==> config.mk <==
export PLATFORM = sky130hd
export DESIGN_NAME = segled_bcd_conv
export DESIGN_NICKNAME = d
export VERILOG_FILES = /design/src/rtl/segled_bcd_conv.sv
export SDC_FILE = /design/constraint.sdc
export NUM_CORES = 1
export LEC_CHECK = 0
export CAP_MARGIN = 15
export CORE_MARGIN = 10
export CORE_UTILIZATION = 28
export CTS_CLUSTER_DIAMETER = 60
export CTS_CLUSTER_SIZE = 28
export DETAILED_ROUTE_END_ITERATION = 8
export GPL_TIMING_DRIVEN = 0
export HOLD_SLACK_MARGIN = 0.08
export PLACE_DENSITY = 0.58
export SYNTH_ARGS = -nofsm -noshare
export SYNTH_HDL_FRONTEND = slang
export SYNTH_SLANG_ARGS = --single-unit
==> constraint.sdc <==
create_clock -name sys_clk -period 2.4 [get_ports sys_clk]
set_input_delay 0.48 -clock sys_clk [delete_from_list [all_inputs] [get_ports sys_clk]]
set_output_delay 0.48 -clock sys_clk [all_outputs]
set_load 0.03 [all_outputs]
==> src/rtl/segled_bcd_conv.sv <==
// segled_bcd_conv: serial binary-to-BCD converter using shift-add-3 (double dabble).
// It accepts one value per handshake, converts one bit per clock, and presents
// four registered BCD digits plus a leading-zero blank mask to the scan stage.
//
// state  | meaning
// -------+------------------------------------------------------------
// S_IDLE | waiting for in_valid; in_ready high
// S_CONV | one add-3 + shift per clock, BIN_W clocks in total
// S_DONE | publish digits/blank/ovf and pulse out_valid
module segled_bcd_conv #(
    parameter int BIN_W = 14
) (
    input  logic             sys_clk,
    input  logic             sys_rst,
    input  logic [BIN_W-1:0] bin_data,
    input  logic             in_valid,
    output logic             in_ready,
    output logic [15:0]      bcd_data,
    output logic             out_valid,
    output logic [3:0]       blank,
    output logic             ovf
);

    localparam int                 CNT_W    = $clog2(BIN_W + 1);
    localparam logic [CNT_W-1:0]   CNT_LAST = CNT_W'(BIN_W - 1);
    localparam logic [31:0]        MAX_DEC  = 32'd9999;

    typedef enum logic [1:0] {
        S_IDLE = 2'd0,
        S_CONV = 2'd1,
        S_DONE = 2'd2
    } state_t;

    state_t           r_state;
    logic [BIN_W-1:0] r_sr;
    logic [15:0]      r_acc;
    logic [CNT_W-1:0] r_cnt;
    logic             r_ovf_flag;
    logic [15:0]      r_bcd;
    logic [3:0]       r_blank;
    logic             r_ovf;
    logic             r_out_valid;

    logic             w_accept;
    logic             w_too_big;
    logic [BIN_W-1:0] w_load;
    logic [15:0]      w_adj;

    assign w_accept  = in_valid && (r_state == S_IDLE);
    // Widths below 14 cannot exceed 9999, so the compare folds to zero there.
    assign w_too_big = ({{(32-BIN_W){1'b0}}, bin_data} > MAX_DEC);
    assign w_load    = w_too_big ? MAX_DEC[BIN_W-1:0] : bin_data;

    // Add 3 to every accumulator nibble that is 5 or more, before the shift.
    always_comb begin
        w_adj = r_acc;
        for (int n = 0; n < 4; n++) begin
            if (r_acc[n*4 +: 4] >= 4'd5)
                w_adj[n*4 +: 4] = r_acc[n*4 +: 4] + 4'd3;
        end
    end

    // Conversion FSM and registered outputs; reset discards any conversion in flight.
    always_ff @(posedge sys_clk) begin
        if (sys_rst) begin
            r_state     <= S_IDLE;
            r_sr        <= '0;
            r_acc       <= '0;
            r_cnt       <= '0;
            r_ovf_flag  <= 1'b0;
            r_bcd       <= 16'h0000;
            r_blank     <= 4'b1110;
            r_ovf       <= 1'b0;
            r_out_valid <= 1'b0;
        end else begin
            r_out_valid <= 1'b0;
            case (r_state)
                S_IDLE: begin
                    if (w_accept) begin
                        r_sr       <= w_load;
                        r_ovf_flag <= w_too_big;
                        r_acc      <= '0;
                        r_cnt      <= '0;
                        r_state    <= S_CONV;
                    end
                end
                S_CONV: begin
                    r_acc <= {w_adj[14:0], r_sr[BIN_W-1]};
                    r_sr  <= {r_sr[BIN_W-2:0], 1'b0};
                    r_cnt <= r_cnt + 1'b1;
                    if (r_cnt == CNT_LAST)
                        r_state <= S_DONE;
                end
                S_DONE: begin
                    r_bcd       <= r_acc;
                    r_blank[3]  <= (r_acc[15:12] == 4'd0);
                    r_blank[2]  <= (r_acc[15:12] == 4'd0) && (r_acc[11:8] == 4'd0);
                    r_blank[1]  <= (r_acc[15:12] == 4'd0) && (r_acc[11:8] == 4'd0)
                                   && (r_acc[7:4] == 4'd0);
                    r_blank[0]  <= 1'b0;
                    r_ovf       <= r_ovf_flag;
                    r_out_valid <= 1'b1;
                    r_state     <= S_IDLE;
                end
                default: r_state <= S_IDLE;
            endcase
        end
    end

    assign in_ready  = (r_state == S_IDLE);
    assign bcd_data  = r_bcd;
    assign blank     = r_blank;
    assign ovf       = r_ovf;
    assign out_valid = r_out_valid;

endmodule

* After elaboration in Yosys (flattened, before gate mapping) *
Index checks and enable logic that the tools add are counted.

cells by class
  reductions and logical operators = 11
  eq/ne operators = 5
  multiplexer cells = 15
  $lt $le $gt $ge = 5
  add/sub/neg operators = 5

operators by type and width
  kind                    number
  $pmux W16 S2            1
  $mux W14                2
  $pmux W14 S2            1
  $ge A4 B3 Y1 const B    4
  $mux W16                1
  $mux W4                 4
  $gt A14 B14 Y1 const B  1
  $add A4 B2 Y4 const B   3
  $logic_not A4 Y1        3
  $pmux W4 S2             1
  $reduce_and A2 Y1       3
  $add A4 B1 Y4 const B   1
  $eq A4 B4 Y1 const B    1
  $mux W2                 2
  $pmux W2 S2             1
  $add A3 B2 Y3 const B   1
  $logic_and A1 B1 Y1     3
  $mux W3                 1
  $eq A2 B1 Y1 const B    1
  $eq A2 B2 Y1 const B    1
  $logic_not A2 Y1        1
  $ne A2 B1 Y1 const B    1
  $ne A2 B2 Y1 const B    1
  $reduce_bool A2 Y1      1
  $mux W1                 1

word-level totals
  bits in registers = 58
  input port bits = 17
  output and inout port bits = 23
  logic and storage cells = 50

* Logic depth before layout (Yosys ltp) *
Gate-level depths: netlist of run 1.

  word-level depth = 4
  gate-level depth with buffers = 7
  gate-level depth less buffers = 6

* Worst setup path before layout of run 1 *
OpenSTA, ideal clock, no wires.

  kind = input port to flip-flop
  start point = in bin_data[11]
  end point = reg r_sr[1]
  path buffers = 0
  library setup time = 0.119 ns
  data required time = 2.281 ns
  setup slack = 0.917 ns
  arrival = 1.364 ns
  cell stages on the path = 4
  cells stage by stage = o21a_1 > nand2b_2 > or2_1 > o221a_1

on the way
  longest elaborated chain between the ends = 4

ends and longest elaborated chain
  what                  line  source
  from (decl)           15    input logic [BIN_W-1:0] bin_data,
  $gt A14 B14 Y1        51    assign w_too_big = ({{(32-BIN_W){1'b0}}, bin_data} > MAX_DEC);
  $mux W14              52    assign w_load = w_too_big ? MAX_DEC[BIN_W-1:0] : bin_data;
  $mux W14              79    if (w_accept) begin
  $pmux W14 S2          77    case (r_state)
  to (signal assigned)  80    r_sr <= w_load;
  to (signal assigned)  89    r_sr <= {r_sr[BIN_W-2:0], 1'b0};
  to (decl)             35    logic [BIN_W-1:0] r_sr;

Every way passes these cells. The select of a mux whose other input is x is not followed.
A chain may end at the register's enable or synchronous reset.

* Worst setup path after layout of run 1 *
  start point = reg r_state[0]
  end point = out in_ready

on the way
  longest elaborated chain between the ends = 1

ends and longest elaborated chain
  what                    line  source
  from (decl)             34    state_t r_state;
  from (signal assigned)  66    r_state <= S_IDLE;
  from (signal assigned)  84    r_state <= S_CONV;
  from (signal assigned)  92    r_state <= S_DONE;
  $logic_not A2 Y1        110   assign in_ready = (r_state == S_IDLE);
  to (decl)               17    output logic in_ready,

Every way passes these cells.

==> results of run 1 <==
through the flow:
stage	util (%)	instance area (um2)	worst slack, ns	instances	power [W]
after floorplan	-	2610	0.917	298	0.00113
after detailed placement	34.1	3120	0.238	446	0.00121
after global routing	36.3	3320	0.237	462	0.00220
final	36.3	3320	0.309	462	0.00211
after CTS	36.3	3320	0.266	462	0.00214
after global placement	34.1	3120	0.235	446	0.00120
Yosys cell counts (2+ instances only):
| library cell | n | area [um2] |
|---|---|---|
| a211o_1 | 2 | 17.5 |
| a21oi_1 | 34 | 170 |
| a222oi_1 | 6 | 60.1 |
| a22o_1 | 9 | 78.8 |
| a32oi_1 | 2 | 17.5 |
| buf_2 | 6 | 30.0 |
| buf_4 | 2 | 15.0 |
| buf_6 | 3 | 33.8 |
| clkbuf_1 | 6 | 22.5 |
| dfxtp_1 | 58 | 1160 |
| ha_1 | 12 | 150 |
| inv_1 | 10 | 37.5 |
| mux2i_1 | 4 | 40.0 |
| nand2_1 | 39 | 146 |
| nand2b_1 | 5 | 31.3 |
| nand3_1 | 6 | 30.0 |
| nor2_1 | 42 | 158 |
| nor2_2 | 2 | 12.5 |
| nor3_1 | 9 | 45.0 |
| nor4_1 | 4 | 25.0 |
| o21ai_0 | 7 | 35.0 |
| o221a_1 | 3 | 33.8 |
| or4b_1 | 2 | 20.0 |
| xnor2_1 | 4 | 35.0 |
| xor2_1 | 2 | 17.5 |
worst paths after layout:
check                                  start            to  slack, ns  depth (start not counted)
worst max-delay path              r_state[0]      in_ready       0.31                          3
worst min-delay path            bcd_data[13]  bcd_data[13]       0.45                          2
worst min register to register  bcd_data[13]  bcd_data[13]       0.45                          2
worst max register to register    r_state[0]     r_acc[14]       0.71                          5
report_power, final:
part / switching [W] / internal (W) / leakage, nW
combinational: 0.000105 / 0.0000782 / 0.656
clock: 0.000384 / 0.000536 / 0.101
sequential: 0.0000156 / 0.000987 / 0.471
total: 0.000504 / 0.00160 / 1.23
state kept, by name, indices dropped and copies added, names as in the netlist:
register,flops
r_cnt,4
bcd_data,16
ovf,1
r_sr,14
r_acc,16
r_state,2
out_valid,1
r_ovf_flag,1
blank,3
routing by layer:
layer  routed length [um]  part of all wire (%)
met5                    0                     0
met4                   72                   1.0
met3                  506                   7.4
met2                 3110                    45
met1                 3190                    46
worst min-delay path, stage by stage (launching register included):
cell,delay [ns]
dfxtp_1,0.30
nand2_1,0.05
a21oi_1,0.05
final cells by class:
| class | instances | area share, % |
|---|---|---|
| multi-input cells | 213 | 39.5 |
| plain buffers | 17 | 3.05 |
| flip-flops and latches | 58 | 35.0 |
| well taps | 111 | 4.19 |
| clock buffers | 14 | 4.90 |
| inverters | 10 | 1.13 |
| repair buffers | 37 | 11.2 |
| clock inverters | 2 | 1.06 |
cell families after synthesis:
kind of cell | synth area share (%)
compound gates | 17.2
xor+xnor | 2.01
fa+ha+maj | 5.75
buf+inv | 5.32
flops | 44.5
mux | 1.96
other cells | 0.144
simple gates | 23.1
==> metrics.md, run 1 <==
| Metric | Value |
|---|---|
| Count of cell types in the netlist | `44` |
| Syn Inst Count | `298` |
| VDD IR-drop max | `0.291 mV` |
| Status | `complete, no violations` |
| Initial Utilization | `28.5%` |
| GRT busiest layer | `met2` |
| Area of the multi-input gates | `1310 um2` |
| GR Util met2 | `17.7%` |
| IO Count | `40` |
| Number of post-CTS setup repair buffers | `0` |
| Core area | `9150 um2` |
| Most used DFF post-synth | `dfxtp_1` |
| Clock Pin Slew Worst Setup and Hold Paths | `0.06 ns` |
| Max-slew violation count | `0` |
| Ant. Diodes | `0` |
| Max incr delay on CP | `0.68 ns` |
| DRC violations left | `0` |
| Die W | `117 um` |
| Fill count | `945` |
| Slew @ Worst Pin | `0.806 ns` |
| Max_cap viols | `0` |
| Die area | `13600 um2` |
| Synthesized flop and latch total | `58` |
| Static Leak | `1.23 nW` |
| Syn Std Cell Area | `2610 um2` |
| GRT met1 Usage | `12.2%` |
| Final TNS setup | `0 ns` |
| Nature of the critical path startpoint | `flop` |
| Min Tclk post-route | `2.09 ns` |
| Max Freq | `478 MHz` |
| Seq/Total Area, Yosys | `44.5%` |
| Number of synthesized flops with an enable pin | `0` |
| Final setup viols | `0` |
| Commonest non-fill, non-tap cell in the layout | `dfxtp_1` |
| Drt first pass iters | `4` |
| Gp weighted congestion | `0.780` |
| Max-slew headroom | `46.1%` |
| Clk_lat worst skew | `0.34 ns` |
| Area growth syn-to-layout | `27.1%` |
| Mapped Avg Cell Area | `8.76 um2` |
| Crit Path Max Fanout | `10` |
| Nets | `375` |
| Fin Clk Skew | `0.00715 ns` |
| WS Path Type | `reg -> out` |
| Post-CTS Resized | `0` |
| Clock root buffer | `clkbuf_8` |
| Port bufs | `37` |
| Share of cells above drive strength 1 | `9.40%` |
| First-pass GRT wire length | `11.3 mm` |
| Hold Crit Class | `reg -> reg` |
| Worst-path cell chain | `buf_6 > nor2_1 > clkdlybuf4s50_1` |
| GR Util All Layers | `10.7%` |
| Largest net degree at the start of global routing | `11` |
| Power density cells | `635 nW/um2` |
| Sink Count | `58` |
| Critical Path AT | `1.61 ns` |
| Sequential cell area | `1160 um2` |
| Vias in the first global route | `2294` |
| Via/cell ratio | `4.85` |
| RSZ-0062 raised after global routing | `false` |
| Top delay family on crit path | `buffers and inverters` |
| H-tree depth | `3` |
| CTS tree | `done` |
| Critical path buffers and inverters | `2` |
| Routed WL per cell | `14.9 um` |
| CP endpoint kind | `output port` |
| Total gr overflow | `0` |
| Commonest cells after routing, fill and taps aside | `dfxtp_1, nor2_1, nand2_1` |
| FFs w/ async S/R, synth | `0%` |
| Row count | `35` |
| Final Hold Vio Count | `0` |
| CTS Buffer Depth | `2` |
| Worst path slowest cell | `clkdlybuf4s50_1` |
| Grt met3 use | `5.08%` |
| Syn Nets | `327` |
| Initial antenna violation count | `0` |
| Warnings from Yosys | `0` |
| Cts hold-fix bufs | `0` |
| Routed via count | `2239` |
| Initial drt markers | `88` |
| Period utilization | `87.1%` |
| Routed Antenna Nets | `0` |
| HPWL after DPL | `4.87 mm` |
| Hold Slack | `0.452 ns` |
| DRT Wirelength | `6.88 mm` |
| Die H | `117 um` |
| Critical path required time | `1.92 ns` |
| Num CTS Buffers | `9` |
Power figures use the tool's default switching activity.
==> run 2, diff against run 1 <==
- MAX_ROUTING_LAYER: default -> met4
- SLEW_MARGIN: default -> 40
==> run 2 against run 1 <==
Net effect: setup slack hardly changed; wire length is 0.10% lower; final cell count stayed put; global-route usage is 0.26 points higher; non-clock buffer count stayed put; clock skew hardly changed; combinational power hardly changed; maximum frequency hardly changed; total power hardly changed; via count is 0.63% lower; worst hold slack stayed put; critical endpoint unchanged; largest cell class unchanged.
==> metrics.md, run 2 (synthesis gave the netlist of run 1 again) <==
| Metric | Value |
|---|---|
| Comb power frac | `8.7%` |
| CTS tree | `done` |
| Clock Pin Slew Worst Setup and Hold Paths | `0.06 ns` |
| Psw | `0.000505 W` |
| Final Worst Setup Slack | `0.309 ns` |
| Die area | `13600 um2` |
| VDD IR-drop max | `0.291 mV` |
| Worst path slowest cell | `clkdlybuf4s50_1` |
| Num CTS Buffers | `9` |
| Crit Path Max Fanout | `10` |
| H-tree depth | `3` |
| Cts hold-fix bufs | `0` |
| Via/cell ratio | `4.82` |
| Routed WL per cell | `14.9 um` |
| Routed via count | `2225` |
| Die W | `117 um` |
| Commonest cells after routing, fill and taps aside | `dfxtp_1, nor2_1, nand2_1` |
| Slew @ Worst Pin | `0.803 ns` |
| Final Hold Vio Count | `0` |
| CP endpoint kind | `output port` |
| Placement Setup Slack | `0.238 ns` |
| Core area | `9150 um2` |
| Number of post-CTS setup repair buffers | `0` |
| Initial drt markers | `91` |
| Routed Antenna Nets | `0` |
| IO Count | `40` |
| Ant. Diodes | `0` |
| First-pass GRT wire length | `11.3 mm` |
| Clock root buffer | `clkbuf_8` |
| Gp weighted congestion | `0.791` |
| Final TNS setup | `0 ns` |
| Sink Count | `58` |
| Critical path buffers and inverters | `2` |
| Non-filler instance count after layout | `462` |
| Placed cells | `446` |
| Hold Slack | `0.452 ns` |
| Worst-path cell chain | `buf_6 > nor2_1 > clkdlybuf4s50_1` |
| Seq pwr share | `47.6%` |
| Power share of the clock group | `43.7%` |
| Max-slew violation count | `0` |
| Commonest non-fill, non-tap cell in the layout | `dfxtp_1` |
| GR Util All Layers | `11.0%` |
| Period utilization | `87.1%` |
| Share of cells above drive strength 1 | `9.40%` |
| Fin Clk Skew | `0.00716 ns` |
| Initial Utilization | `28.5%` |
| Vias in the first global route | `2298` |
| Critical Path AT | `1.61 ns` |
| Row count | `35` |
| Die H | `117 um` |
| Static Leak | `1.23 nW` |
| Drt first pass iters | `5` |
| Port bufs | `37` |
| Max Freq | `478 MHz` |
| RSZ-0062 raised after global routing | `false` |
| Hold Crit Class | `reg -> reg` |
| Clk_lat worst skew | `0.34 ns` |
| Max_cap viols | `0` |
| Sw frac | `24.0%` |
| Status | `complete, no violations` |
| Nature of the critical path startpoint | `flop` |
| WS Path Type | `reg -> out` |
| DRT Wirelength | `6.88 mm` |
| CTS Buffer Depth | `2` |
| Internal power | `0.00160 W` |
| Post-CTS Resized | `0` |
| Nets | `375` |
| Power density cells | `635 nW/um2` |
| DRC violations left | `0` |
| Initial antenna violation count | `0` |
| HPWL after DPL | `4.87 mm` |
| Largest net degree at the start of global routing | `11` |
| Final setup viols | `0` |
| Min Tclk post-route | `2.09 ns` |
| Total gr overflow | `0` |
| Area growth syn-to-layout | `27.1%` |
| Critical path required time | `1.92 ns` |
| Top delay family on crit path | `buffers and inverters` |
| Max-slew headroom | `46.2%` |
| Max incr delay on CP | `0.68 ns` |
-- run 2: cell counts in the layout (fill, tap and decap cells not counted) --
Identical to the previous run, type by type.
-- run 2: power by group through the flow --
stage               Clock, W  Combinational (W)  Sequential, W
finish              0.000921           0.000183        0.00100
global route        0.000989           0.000203        0.00100
CTS                 0.000951           0.000183        0.00100
detailed placement         0           0.000182        0.00102
global placement           0           0.000180        0.00102
floorplan                  0           0.000115        0.00102
-- run 2: per-layer routing --
| metal | vias to the layer above | part of all wire [%] | track usage [%] |
|---|---|---|---|
| li1 | 1129 | - | - |
| met2 | 50 | 45 | 17.7 |
| met4 | 0 | 1.4 | 3.71 |
| met1 | 1037 | 48 | 12.4 |
| met3 | 9 | 5.8 | 4.01 |
| met5 | - | 0 | - |
-- run 2: tightest hold or removal path: stages (launching register included) --
cell	delay, ns
dfxtp_1	0.30
nand2_1	0.05
a21oi_1	0.05
-- run 2: worst paths after layout --
path	start	to	slack [ns]	cells past startpoint
max	r_state[0]	in_ready	0.31	3
min	bcd_data[13]	bcd_data[13]	0.45	2
max reg2reg	r_state[0]	r_acc[14]	0.71	5
min reg2reg	bcd_data[13]	bcd_data[13]	0.45	2
-- run 2: layout make-up --
cell class / count / area, um2
fill: 945 / 5830
multi-input combinational: 213 / 1310
sequential: 58 / 1160
timing repair buffer: 37 / 370
clock buffer: 14 / 163
tap: 111 / 139
buffer: 17 / 101
inverter: 10 / 37.5
clock inverter: 2 / 35.0
-- run 2: through the flow --
stage / total power (W) / cell area, um2 / utilization (%)
3_5_place_dp: 0.00121 / 3120 / 34.1
3_3_place_gp: 0.00120 / 3120 / 34.1
2_1_floorplan: 0.00113 / 2610 / -
6_report: 0.00211 / 3320 / 36.3
4_1_cts: 0.00214 / 3320 / 36.3
5_1_grt: 0.00220 / 3320 / 36.3
